## config.mk

```make
export PLATFORM = sky130hd
export DESIGN_NAME = right_shift_seq_32bit
export DESIGN_NICKNAME = d
export VERILOG_FILES = /design/src/rtl/right_shift_seq_32bit.sv
export SDC_FILE = /design/constraint.sdc
export NUM_CORES = 1
export LEC_CHECK = 0
export ABC_CLOCK_PERIOD_IN_PS = 2300
export CELL_PAD_IN_SITES_DETAIL_PLACEMENT = 2
export CELL_PAD_IN_SITES_GLOBAL_PLACEMENT = 2
export CORE_MARGIN = 2
export CORE_UTILIZATION = 29
export DETAILED_ROUTE_END_ITERATION = 8
export GPL_TIMING_DRIVEN = 0
export PLACE_DENSITY = 0.81
export SETUP_SLACK_MARGIN = 0.5
export SLEW_MARGIN = 0
export SYNTH_ARGS = -nofsm -noshare
export SYNTH_HDL_FRONTEND = slang
export SYNTH_SLANG_ARGS = --single-unit
```

## constraint.sdc

```tcl
create_clock -name clk -period 2.3 [get_ports clk]
set_clock_uncertainty 0.15 [all_clocks]
set_input_delay 0.46 -clock clk [delete_from_list [all_inputs] [get_ports clk]]
set_output_delay 0.46 -clock clk [all_outputs]
set_load 0.01 [all_outputs]
```

## src/rtl/right_shift_seq_32bit.sv

```systemverilog
// Iterative right shifter: moves one bit position per clock, logical or arithmetic fill.
// Valid/ready on both sides. Only one operation is in flight at a time.

module rsh_lane (
   input  logic clk,
   input  logic rst,
   input  logic load,
   input  logic shift,
   input  logic ld_bit,
   input  logic sh_bit,
   output logic q
);
   always_ff @(posedge clk) begin
      if (rst)        q <= 1'b0;
      else if (load)  q <= ld_bit;
      else if (shift) q <= sh_bit;
   end
endmodule

module right_shift_seq_32bit #(
   parameter int WIDTH   = 32,
   parameter int SHAMT_W = 5
) (
   input  logic               clk,
   input  logic               rst,
   input  logic               in_valid,
   output logic               in_ready,
   input  logic [WIDTH-1:0]   a,
   input  logic [SHAMT_W-1:0] b,
   input  logic               arith,
   output logic               out_valid,
   input  logic               out_ready,
   output logic [WIDTH-1:0]   out
);
   typedef enum logic [1:0] {IDLE = 2'd0, SHIFT = 2'd1, DONE = 2'd2} state_t;

   state_t             state, state_nx;
   logic [WIDTH-1:0]   data;
   logic [SHAMT_W-1:0] count;
   logic               fill;
   logic               load, shift;

   always_ff @(posedge clk) begin
      if (rst) state <= IDLE;
      else     state <= state_nx;
   end

   always_ff @(posedge clk) begin
      if (rst) begin
         count <= '0;
         fill  <= 1'b0;
      end else if (load) begin
         count <= b;
         fill  <= arith & a[WIDTH-1];
      end else if (shift) begin
         count <= count - SHAMT_W'(1);
      end
   end

   // Handshake outputs come from state alone so no input-to-output comb path exists.
   always_comb begin
      state_nx  = state;
      load      = 1'b0;
      shift     = 1'b0;
      in_ready  = 1'b0;
      out_valid = 1'b0;
      case (state)
         IDLE: begin
            in_ready = 1'b1;
            if (in_valid) begin
               load     = 1'b1;
               state_nx = (b == '0) ? DONE : SHIFT;
            end
         end
         SHIFT: begin
            shift = 1'b1;
            if (count == SHAMT_W'(1)) state_nx = DONE;
         end
         DONE: begin
            out_valid = 1'b1;
            if (out_ready) state_nx = IDLE;
         end
         default: state_nx = IDLE;
      endcase
   end

   // Bit-slice lanes; the top lane takes the fill bit, others take their upper neighbour.
   for (genvar i = 0; i < WIDTH; i++) begin : g_lane
      logic sh_in;
      if (i == WIDTH-1) begin : g_top
         assign sh_in = fill;
      end else begin : g_mid
         assign sh_in = data[i+1];
      end
      rsh_lane u_lane (
         .clk    (clk),
         .rst    (rst),
         .load   (load),
         .shift  (shift),
         .ld_bit (a[i]),
         .sh_bit (sh_in),
         .q      (data[i])
      );
   end

   assign out = data;

endmodule

```

# == After elaboration in Yosys (flattened, before gate mapping) ==
# Cells that the tools add are included.
# word_totals
wordCells,123
reg_bits,40
input_bits,42
out_inout_bits,34
# classes
n_reduce_logical,4
n_bitwise,1
addsub,1
n_eq_ne,6
muxes,76
# ops
cell,n
1-bit 2-to-1 mux,69
5-bit 2-to-1 mux,2
2-bit 2-to-1 mux,4
"2-bit != test, second input constant",3
2-bit one-hot mux with 3 select lines,1
"5-bit by 1-bit == test with 1-bit output, second input constant",1
5-bit logical NOT,1
"5-bit by 1-bit subtractor with 5-bit output, second input constant",1
3-bit AND reduction,1
"2-bit by 1-bit == test with 1-bit output, second input constant",1
"2-bit == test, second input constant",1
2-bit logical NOT,1
2-bit nonzero test,1
1-bit bitwise AND,1

# == Depth between registers and ports, before layout ==
# logic_depth
word_depth,4
depth_mapped,6
ltp_nobuf,5

# == Hierarchy ==
# A second synthesis with hierarchy kept.
# hier_totals
hier_cells,248
hier_area_um2,2387.3
# modules_own_cells
module,n_inst,cells_per_inst,area_per_inst_um2
rsh_lane,32,5,52.6
right_shift_seq_32bit,1,88,705.7

# == Least setup slack after synthesis ==
# Ideal clock, no wire load.
# synth_path
path_type,input-to-reg
startpoint,input b[4]
endpoint,register state[0]
path_slack_ns,0.814
required_ns,2.006
cell_stages,3
t_arrival_ns,1.192
setup_time_ns,0.144
path_cell_list,or4_4 > o211ai_2 > a21oi_1
# synth_via
elab_chain_len,4
# synth_lines
item,line,text
from (decl),29,"input logic [SHAMT_W-1:0] b,"
5-bit logical NOT,72,state_nx = (b == '0) ? DONE : SHIFT;
2-bit 2-to-1 mux,72,
2-bit 2-to-1 mux,70,if (in_valid) begin
2-bit one-hot mux with 3 select lines,67,case (state)
to (signal assigned),45,else state <= state_nx;
to (decl),37,"state_t state, state_nx;"
# No other way between the ends. The select of a mux whose other input is x is not followed.
# A chain may end at the register's enable or synchronous reset.

# == Worst setup path in the final report ==
# layout_path
startpoint,register g_lane[1].u_lane.q
endpoint,output out[1]
# layout_rtl
item,line,text
from (decl),11,output logic q
from (signal assigned),15,else if (load) q <= ld_bit;
from (signal assigned),16,else if (shift) q <= sh_bit;
to (decl),33,output logic [WIDTH-1:0] out
# No word-level cell between the ends.

==> metrics.cfg <==
[power]
power.leakage_nw = 1.33
internal_power_mw = 1.69
p_sw_mw = 0.958
p_seq_frac = 0.375
p_sw_frac = 0.362
irDropWorstVdd_uv = 256
clock_power_share = 0.173
power_density_nw_per_um2 = 810
comb_power_share = 0.452

[finish]
num_antenna_cells = 0
fin_cells = 421
area_growth_pct = 43.1
layout_commonest_cell = clkdlybuf4s50_1
final_nets = 363
mostFrequentLayoutCells = clkdlybuf4s50_1, buf_4, o22ai_1, dlygate4sd2_1, a211oi_2
fill_cells = 859
drive_above_1_share = 0.464

[worst_setup_path]
critical_path.top_delay_family = buffers and inverters
path_class = flop to output port
crit_path_end_kind = output port
cp_slowest_stage_delay_ns = 0.41
path_buf_inv = 2
cp.required_ns = 1.69
path_cells = buf_4 -> dlygate4sd2_1
arrival_ns = 1.13
critPathSlowestCell = dfxtp_1
start_kind = flop
path_max_fanout = 3

[sta]
setup_tns_ns = 0
tightestPinTransition_ns = 0.726
period_needed_ns = 1.74
drv_slew = 0
rsz0062_at_grt = no
hold_viol = 0
fin_crit_sh = 0.758
maxSlewHeadroom = 0.516
finalSetupViolCount = 0
max_freq_ghz = 0.573

[floorplanning]
core-area_um2 = 7690
dieHeight_um = 92.8
die_w_um = 92.8
start_util = 0.297
rows = 32
io_pins = 76
dieArea_um2 = 8600

[place]
dp_hpwl_um = 5450
io_buffers = 74
placedCellCount = 411
gp_congestion = 0.777

[global_route]
antenna_found_initial = 0
grt_pass1_vias = 2192
grt_overflow = 0
grt_pass1_wl_um = 11800
grt_max_degree = 12
gr-usage-all-layers = 0.175

[run]
drv_cap = 0

[clocking]
cts_hold_buf = 0
clkTransAtPathRegs_ns = 0.08
cts_sinks = 40
cts_tree = yes
clk_latency_ns = 0.30
cts.path.max_buffers = 2
numCtsBuffers = 5
htree_levels = 2
root_buffer = clkbuf_8

[route]
first_pass_iters = 4
drc_errors = 0
first_iter_violations = 39
via_per_inst = 4.90
postRouteAntennaNets = 0
wl_per_cell_um = 17.8
routed_wl_um = 7510
vias = 2065

[logic_synthesis]
syn_area_um2 = 2280
synth_cell_types = 35
synth_area_leader_cell = dfxtp_1
syn_nets = 279
synth_seq_cells = 40
avgSynthCellArea_um2 = 9.72
yosysWarnings = 0
postSynthCellCount = 235
synthTopCellsByArea = dfxtp_1, a211oi_2, buf_4, o22ai_1, nor2_2
ys_seq_area_frac = 0.350
synth_top_area_share = 0.350

[worst_hold_path]
hold_class = flop to flop

[status]
status = finished, final reports clean

[metrics by stage]
stage                     worst slack, ns  hold slack, ns   util  cell area [um^2]  power [mW]
after floorplan                     0.814           0.296      -              2280        1.76
after global placement              0.212           0.306  0.410              3150        2.20
after detailed placement           0.0903           0.323  0.410              3150        2.24
after CTS                           0.302           0.332  0.424              3260        2.67
after global routing                0.505           0.366  0.425              3270        2.81
final                               0.556           0.329  0.425              3270        2.65
[flip-flops by register name (all words and copies together), names as in the netlist]
signal / count
g_lane.u_lane.q: 32
count: 5
state: 2
fill: 1
[worst min-delay path, stage by stage, from the launching register on]
cell	delay [ns]
dfxtp_1	0.31
nand2b_1	0.07
a21oi_1	0.05
[layout make-up]
type	count	area (um^2)	share of cell area
multi-input combinational	136	1060	0.325
tap	102	128	0.0390
inverter	6	22.5	0.00689
clock buffer	6	72.6	0.0222
clock inverter	1	5.00	0.00153
buffer	53	415	0.127
timing repair buffer	77	716	0.219
sequential	40	848	0.259
[logic make-up after synthesis]
| family | share of synthesized area |
|---|---|
| xor gates and xnor gates | 0.00767 |
| adders and majority gates | 0.0110 |
| AOI/OAI and AO/OA | 0.320 |
| DFF | 0.350 |
| buffers and inverters | 0.188 |
| and+or+nand+nor | 0.123 |
[power by group through the flow]
stage	Sequential [mW]	Clock, mW	Combinational, mW
6_report	0.992	0.459	1.20
3_5_place_dp	0.987	0	1.26
5_1_grt	1.01	0.504	1.29
3_3_place_gp	0.981	0	1.22
4_1_cts	0.993	0.471	1.20
2_1_floorplan	0.938	0	0.818
[layer usage]
metal	up-vias	part of all wire	GRT usage
met3	5	0.038	0.0350
li1	990	-	-
met2	53	0.52	0.316
met1	1017	0.44	0.214
met5	-	0	0
met4	0	0.0065	0.0368
[repair_timing]
action | in CTS | in global routing
endpoints found under the setup margin | 57 | 1
endpoints found under the hold margin | 0 | 0
gates resized for setup | 69 | 9
setup buffers | 3 | 0
[worst paths after layout]
| check | depth (start not counted) | endpoint | from | slack [ns] |
|---|---|---|---|---|
| worst max-delay path | 2 | out[1] | g_lane[1].u_lane.q | 0.56 |
| worst min register to register | 2 | fill | fill | 0.33 |
| worst max register to register | 4 | state[0] | count[0] | 0.72 |
| worst min-delay path | 2 | fill | fill | 0.33 |
[synth_stat cells (all sizes together)]
| cell | count |
|---|---|
| a21oi | 3 |
| or4 | 1 |
| buf | 49 |
| xnor2 | 2 |
| clkbuf | 4 |
| a22oi | 2 |
| a311oi | 1 |
| a221oi | 2 |
| a21o | 1 |
| o21bai | 1 |
| o21ai | 5 |
| ha | 2 |
| a211oi | 32 |
| o211ai | 1 |
| or3 | 1 |
| or4b | 1 |
| inv | 6 |
| o21ba | 1 |
| nand2b | 2 |
| dfxtp | 40 |
| nand2 | 1 |
| nand3 | 3 |
| nor3b | 2 |
| o22ai | 34 |
| nor2 | 36 |
| a32o | 1 |
| nor3 | 1 |
Note: power is estimated with default switching activity, not from simulation.
